$ cat config.mk
export PLATFORM = sky130hd
export DESIGN_NAME = rv32_alu_decode
export DESIGN_NICKNAME = d
export VERILOG_FILES = /design/src/rtl/rv32_alu_decode.sv
export SDC_FILE = /design/constraint.sdc
export NUM_CORES = 1
export LEC_CHECK = 0
export BUFFER_PORTS_ARGS = -buffer_cell sky130_fd_sc_hd__buf_2
export CAP_MARGIN = 15
export CELL_PAD_IN_SITES_DETAIL_PLACEMENT = 1
export CELL_PAD_IN_SITES_GLOBAL_PLACEMENT = 1
export CORE_UTILIZATION = 38
export DETAILED_ROUTE_END_ITERATION = 8
export HOLD_SLACK_MARGIN = 0.02
export PLACE_DENSITY_LB_ADDON = 0.05
export SYNTH_ARGS = -nofsm -noshare
export SYNTH_HDL_FRONTEND = slang
export SYNTH_SLANG_ARGS = --single-unit
$ cat constraint.sdc
create_clock -name clk -period 4.2 [get_ports clk]
set_input_delay 0.42 -clock clk [delete_from_list [all_inputs] [get_ports clk]]
set_output_delay 0.42 -clock clk [all_outputs]
set_load 0.02 [all_outputs]
$ cat src/rtl/rv32_alu_decode.sv
// RV32 ALU-op decoder feeding a 2-entry skid FIFO (head register + skid register).
// Decode is combinational on the input word; only the head entry drives the outputs.
module rv32_alu_decode (
  input  logic        clk,
  input  logic        rst,
  input  logic        in_valid,
  output logic        in_ready,
  input  logic [31:0] in_instr,
  input  logic [31:0] in_pc,
  input  logic        flush,
  output logic        out_valid,
  input  logic        out_ready,
  output logic [3:0]  alu_opsel,
  output logic [31:0] code_bus,
  output logic [31:0] pc,
  output logic        enable,
  output logic [4:0]  rd_addr,
  output logic [4:0]  rs1_addr,
  output logic [4:0]  rs2_addr,
  output logic        illegal,
  output logic [7:0]  illegal_cnt
);

  typedef struct packed {
    logic [3:0]  opsel;
    logic        en;
    logic        ill;
    logic [31:0] instr;
    logic [31:0] pc;
  } entry_t;

  entry_t     dec, head, skid;
  logic [1:0] count;
  logic       accept, consume;

  assign in_ready  = (count != 2'd2);
  assign out_valid = (count != 2'd0);
  assign accept    = in_valid & in_ready;
  assign consume   = out_valid & out_ready;

  always_comb begin
    dec       = '0;
    dec.instr = in_instr;
    dec.pc    = in_pc;
    dec.ill   = 1'b1;
    case (in_instr[6:0])
      7'b0110011: begin
        if (in_instr[31:25] == 7'b0000000) begin
          dec.ill = 1'b0;
          case (in_instr[14:12])
            3'b000:  dec.opsel = 4'd0;
            3'b111:  dec.opsel = 4'd2;
            3'b110:  dec.opsel = 4'd3;
            3'b100:  dec.opsel = 4'd4;
            3'b010:  dec.opsel = 4'd5;
            3'b011:  dec.opsel = 4'd6;
            default: dec.ill   = 1'b1;
          endcase
        end else if (in_instr[31:25] == 7'b0100000 && in_instr[14:12] == 3'b000) begin
          dec.ill   = 1'b0;
          dec.opsel = 4'd1;
        end
      end
      7'b0010011: begin
        dec.ill = 1'b0;
        case (in_instr[14:12])
          3'b000:  dec.opsel = 4'd7;
          3'b111:  dec.opsel = 4'd9;
          3'b110:  dec.opsel = 4'd10;
          3'b100:  dec.opsel = 4'd11;
          3'b010:  dec.opsel = 4'd12;
          3'b011:  dec.opsel = 4'd13;
          default: dec.ill   = 1'b1;
        endcase
      end
      7'b0110111: begin dec.ill = 1'b0; dec.opsel = 4'd14; end
      7'b0010111: begin dec.ill = 1'b0; dec.opsel = 4'd15; end
      default: dec.ill = 1'b1;
    endcase
    // illegal entries present opsel 0 with enable low
    if (dec.ill) dec.opsel = 4'd0;
    dec.en = ~dec.ill;
  end

  always_ff @(posedge clk or posedge rst) begin
    if (rst) begin
      count       <= 2'd0;
      head        <= '0;
      skid        <= '0;
      illegal_cnt <= 8'd0;
    end else begin
      // a flush-dropped input never counts as accepted
      if (accept && !flush && dec.ill && illegal_cnt != 8'hFF)
        illegal_cnt <= illegal_cnt + 8'd1;
      if (flush) count <= 2'd0;
      else begin
        case (count)
          2'd0: if (accept) begin head <= dec; count <= 2'd1; end
          2'd1: begin
            if (accept && consume) head <= dec;
            else if (accept) begin skid <= dec; count <= 2'd2; end
            else if (consume) count <= 2'd0;
          end
          2'd2: if (consume) begin head <= skid; count <= 2'd1; end
          default: count <= 2'd0;
        endcase
      end
    end
  end

  assign alu_opsel = head.opsel;
  assign enable    = head.en;
  assign illegal   = head.ill;
  assign code_bus  = head.instr;
  assign pc        = head.pc;
  assign rd_addr   = head.instr[11:7];
  assign rs1_addr  = head.instr[19:15];
  assign rs2_addr  = head.instr[24:20];

endmodule

==> impl_results.md, run 1 <==
* Fillers at 1900
* Ordered cell list for the critical path: nor2b_2 -> buf_4 -> clkinv_2 -> buf_4 -> buf_2
* Worst Path Arrival at 2.51 ns
* Router iterations before antenna repair at 4
* Avg Cell Area, Syn at 11.66 um^2
* GRT overflow at 0
* First-pass GRT wire length at 26190 um
* CTS Sinks at 150
* Pwr per Cell Area at 548.0 mW/mm^2
* Pleak at 0.004276 uW
* Worst Hold Class: in -> async
* DRC violations left at 0
* Postcts setup bufs at 0
* CP max FO at 25
* Worst slack, placed at 1.687 ns
* Worst setup path category: reg -> out
* Max-Cap Viols at 0
* Vias in the first global route at 5037
* Final instance area at 0.008129 mm^2
* Outcome: finished, final reports clean
* Setup Viol. Count Final at 0
* Die width at 134 um
* Slew headroom at 0.4490
* Synthesized area at 0.006621 mm^2
* IO buf count at 163
* Clock slew at reported path FFs at 0.06 ns
* Total of cells resized after clock tree synthesis at 0
* GR Util All Layers at 0.1873
* Detail Route Antenna Nets at 0
* Reg2Reg Setup Slack at 1.74 ns
* Core area at 0.01682 mm^2
* Num CTS Buffers at 17
* Drt first-iter violations at 147
* Placed cell area at 0.007525 mm^2
* Area Overhead vs Synth at 22.77%
* Synth area leader: dfrtp_1
* Tot Pwr at 4454 uW
* H-tree levels at 4
* Worst Slack Setup Final at 1.266 ns
* Largest net degree at the start of global routing at 151
* Final min period at 2.934 ns
* Yosys cell types at 39
* Max-slew violation count at 0
* Worst slew pin tran at 0.8264 ns
* Syn Nets at 638
* Root buffer selected by CTS: clkbuf_16
* Share of cells above drive strength 1 at 0.3717
* Detail-routed via count per cell at 5.015
* CP max-delay cell: clkinv_2
* CTS Hold Bufs at 0
* Clock Tree Buf Depth at 2
* Top cell by count, worst path: buf_4
* Routed vias at 4724
* Worst Skew at 0.006977 ns
* Crit path capture type: primary output
* Post-Route WL at 15820 um
* HPWL after DPL at 10930 um
* Synth warn at 0
* Rows at 47
* Final Wtd Congestion at 0.7906
* FMAX at 340.8 MHz
* Worst Path Required at 3.78 ns
* Initial antenna violation count at 1
* Skew-Pair Late Insertion Delay at 0.42 ns
* Final Hold Viols at 0
* Min Hold Slack at 0.2060 ns
* Nets@finish at 780
* Final critical-path share of the clock period at 0.6986
* Post-synthesis sequential area ratio at 0.5669
* Starting Density at 0.3937
* TNS Setup at 0 ns
* CP max stage delay at 0.56 ns
* IO Count at 164
* Critical Path Source Type: flop
* RSZ-0062 raised after global routing: false
* Synth top area share at 0.5669
* Maximum vdd ir drop at 0.0002897 V
* WL per Instance at 16.80 um
* Synth area leaders: dfrtp_1, mux2i_1, mux2_2, o21ai_0, nand2_1
* Worst R2R Start: count[1]$_DFFE_PP0P_
* CP Launch Point: count[1]$_DFFE_PP0P_
* Synthesis-stage register bit count at 150
* Synth Instances at 568
* CTS tree: done
* Die area at 0.01796 mm^2
* DIE HEIGHT at 134 um
[metal layers]
layer  GRT usage  share of wire  vias to the layer above
met5           0              0                        -
met4     0.07323          0.017                        0
met3     0.04384          0.044                       18
met2      0.3043           0.48                      116
met1      0.2417           0.46                     2363
li1            -              -                     2227
[through the flow]
step | instances | util
floorplan | 568 | -
global placement | 911 | 0.4474
detailed placement | 911 | 0.4474
CTS | 941 | 0.4832
global route | 941 | 0.4832
finish | 942 | 0.4833
[worst paths after layout]
| check | end | cells past startpoint |
|---|---|---|
| max | in_ready | 5 |
| min | code_bus[19]$_DFFE_PP0P_ | 3 |
| max reg2reg | illegal_cnt[5]$_DFFE_PP0P_ | 7 |
| min reg2reg | pc[26]$_DFFE_PP0P_ | 2 |
| max in group asynchronous | code_bus[1]$_DFFE_PP0P_ | 3 |
| min in group clk | count[0]$_DFFE_PP0P_ | 2 |
[cell usage in the layout, fill, tap and decap left out, drive strengths merged, types with 2 or more instances in the layout]
cell type and count:
clkinv 5, buf 170, bufinv 4, nand2 84, dfrtp 150, o21ai 77, nand2b 4, xor2 7
nor2 15, nor2b 3, a21oi 14, or2 2, o21a 3, clkbuf 20, nor4 3, nor3 2
clkinvlp 3, o211ai 3, nand4 2, inv 5, nor3b 2, mux2 63, mux2i 63, nand3 6
[critical path: cells and delay by family (launching register included)]
family / cells / cell delay, ns
buf+inv: 4 / 1.49
flops: 1 / 0.41
simple gates: 1 / 0.16
[Yosys cell counts (all sizes together)]
library cell,number
ha,1
mux2,63
nor3b,2
a22o,1
a21boi,1
nor4,3
and2,1
nand2b,4
a31oi,1
nor4b,1
a21oi,14
o211ai,3
nand4b,1
inv,7
clkbuf,11
nor2b,3
nor2,15
o21ai,77
dfrtp,150
nand2,84
or3,1
or2,2
xor2,7
nor3,2
o2111ai,1
buf,36
mux2i,63
nand3,6
o31ai,1
o21a,3
nand4,2
a211oi,1
[power breakdown]
part | internal (uW) | switching [uW] | leakage (uW) | total [uW]
Sequential | 1770 | 194 | 0.00186 | 1960
Combinational | 396 | 529 | 0.00212 | 924
Clock | 998 | 569 | 0.000292 | 1570
Total | 3160 | 1290 | 0.00428 | 4450
[cells by family after synthesis]
family / synth area share
xor+xnor: 0.009259
compound gates: 0.08314
fa+ha+maj: 0.001889
mux: 0.2109
flops: 0.5669
simple gates: 0.08220
buf+inv: 0.04573
[sequential cells by signal, summed over array words and instances (netlist names)]
name and flops:
alu_opsel 4, code_bus 32, count 2, enable 1, illegal 1, illegal_cnt 8
pc 32, skid 70
[cell type report]
cell class                 instances  area (um^2)  area share
antenna                            1        2.502   0.0003078
clock buffer                      20        446.7     0.05495
tap                              220        275.3     0.03386
inverter                           7        31.28    0.003848
timing repair buffer             170        880.8      0.1084
multi-input combinational        364         2584      0.3178
sequential                       150         3754      0.4618
clock inverter                    10        155.1     0.01909
(Power assumes the default switching activity.)
==> run 2: changes to the inputs <==
==> constraint.sdc (replaced) <==
create_clock -name clk -period 2.35 [get_ports clk]
set_input_delay 0.235 -clock clk [delete_from_list [all_inputs] [get_ports clk]]
set_output_delay 0.235 -clock clk [all_outputs]
set_load 0.02 [all_outputs]
==> run 2 against run 1 <==
  * Clock power rose by 90%
  * Critical path depth fell by 1
  * Clock-buffer cell count did not move
  * Utilization rose by 0.77 points
  * Register-to-register slack got worse by 1.4 ns
  * Sequential power rose by 79%
  * Sequential share of layout area fell by 0.72 points
  * First-iteration DRC count rose by 21%
  * Die area did not move
  * Flip-flop and latch count did not move
  * Final cell count rose by 0.64%
  * Cell area rose by 1.6%
==> impl_results.md, run 2 (synthesized netlist as in run 1, its figures left out) <==
* Maximum vdd ir drop at 0.0004923 V
* Num CTS Buffers at 17
* Clock slew at reported path FFs at 0.06 ns
* Largest net degree at the start of global routing at 84
* Met1 Use GR at 0.2465
* Most frequent cells in the layout: buf_2, dfrtp_1, nand2_1
* IO buf count at 163
* Vias in the first global route at 4967
* Final Wtd Congestion at 0.7767
* FMAX at 505.8 MHz
* Ordered cell list for the critical path: nor2b_2 -> clkinv_2 -> buf_12 -> buf_2
* CTS Sinks at 150
* DRC violations left at 0
* Placed Cells incl. Taps at 914
* Die width at 134 um
* Share of cells above drive strength 1 at 0.3755
* Clk pwr share at 0.366
* Biggest register: skid
* Area Overhead vs Synth at 24.72%
* Top delay family on crit path: buffers and inverters
* DIE HEIGHT at 134 um
* Fillers at 1833
* GRT busiest layer: met2
* TNS Setup at 0 ns
* WL per Instance at 16.72 um
* Router iterations before antenna repair at 4
* Max-slew violation count at 0
* Final min period at 1.977 ns
* Clock Tree Buf Depth at 2
* Crit path capture type: primary output
* Worst Path Required at 2.12 ns
* Drt first-iter violations at 178
* Pleak at 0.004325 uW
* Worst Hold Class: in -> reg
* Critical Path Source Type: flop
* Setup Viol. Count Final at 0
* IO Count at 164
* Skew-Pair Late Insertion Delay at 0.41 ns
* P_int at 5790 uW
* Crit path buf inv count at 3
* Sequential Power Share at 0.430
* HPWL after DPL at 10700 um
* GRT overflow at 0
* GR Util met3 at 0.04649
* Worst slew pin tran at 0.5106 ns
* Pwr per Cell Area at 987.3 mW/mm^2
* Reg2Reg Setup Slack at 0.38 ns
* Nets@finish at 784
* Root buffer selected by CTS: clkbuf_16
* Worst Skew at 0.008269 ns
* CP max-delay cell: dfrtp_1
* Sw Ratio at 0.2898
* Worst setup path category: reg -> out
* P_sw at 2363 uW
* GR Layer Usage met2 at 0.3031
* Min Hold Slack at 0.04091 ns
* Core area at 0.01682 mm^2
* Detail-routed via count per cell at 4.985
* Slew headroom at 0.6564
* RSZ-0062 raised after global routing: false
* GR Util All Layers at 0.1873
* Post-Route WL at 15850 um
* Final Hold Viols at 0
* Starting Density at 0.3937
* Detail Route Antenna Nets at 0
* CP max FO at 57
* Final critical-path share of the clock period at 0.8413
* Routed vias at 4726
* Max reg flops at 70
* Combinational cell fraction of total power at 0.204
* First-pass GRT wire length at 26320 um
* Worst Path Arrival at 1.74 ns
* Initial antenna violation count at 1
* Max-Cap Viols at 0
* Rows at 47
* Final std cells w/o fill at 948
* Outcome: finished, final reports clean
* Commonest non-fill, non-tap cell in the layout: buf_2
* CTS tree: done
* Die area at 0.01796 mm^2
* CP max stage delay at 0.43 ns
* H-tree levels at 4
==> run 2: cell types whose count changed in the layout (fill, tap and decap cells not counted), sizes merged <==
cell         change
clkinv           -2
bufinv           +1
dlygate4sd3      +1
buf              +3
clkinvlp         +3
==> run 2: what timing repair did <==
item,in CTS,in global routing
resized for setup,0,0
hold endpoints to repair,97,0
buffers inserted,0,0
hold buffers,1,0
==> run 2: area by class of cell <==
class	instances	area [um^2]	area share
multi-input combinational	364	2584	0.3129
timing repair buffer	174	963.4	0.1167
clock buffer	20	446.7	0.05409
antenna	1	2.502	0.0003030
inverter	7	31.28	0.003788
clock inverter	12	201.4	0.02439
tap	220	275.3	0.03333
sequential	150	3754	0.4545
==> run 2: metrics by stage <==
| stage | worst slack (ns) | instance area [um^2] | util | power (uW) |
|---|---|---|---|---|
| detailed placement | 0.2912 | 7597 | 0.4517 | 5237 |
| global placement | 0.3044 | 7597 | 0.4517 | 5134 |
| floorplan | 0.2260 | 6625 | - | 4646 |
| CTS | 0.3495 | 8255 | 0.4909 | 8259 |
| global route | 0.2727 | 8255 | 0.4909 | 8570 |
| finish | 0.3729 | 8258 | 0.4910 | 8153 |
==> run 2: routing by layer <==
| metal | vias up | part of all wire |
|---|---|---|
| met4 | 0 | 0.013 |
| li1 | 2237 | - |
| met1 | 2366 | 0.46 |
| met3 | 19 | 0.048 |
| met2 | 104 | 0.48 |
| met5 | - | 0 |
==> run 2: power groups by stage <==
stage,Clock [uW],Sequential (uW),Combinational (uW)
2_1_floorplan,0,3800,848
3_3_place_gp,0,3500,1630
3_5_place_dp,0,3550,1690
4_1_cts,3050,3510,1700
5_1_grt,3160,3590,1820
6_report,2990,3510,1660
==> run 2: final timing paths <==
| check | to | cells past startpoint | startpoint |
|---|---|---|---|
| worst min register to register | pc[20]$_DFFE_PP0P_ | 2 | pc[20]$_DFFE_PP0P_ |
| max in group asynchronous | pc[21]$_DFFE_PP0P_ | 4 | rst |
| worst max register to register | skid[52]$_DFFE_PP0P_ | 5 | count[1]$_DFFE_PP0P_ |
| worst max-delay path | in_ready | 4 | count[1]$_DFFE_PP0P_ |
| min in group asynchronous | code_bus[18]$_DFFE_PP0P_ | 4 | rst |
| worst min-delay path | count[0]$_DFFE_PP0P_ | 2 | flush |
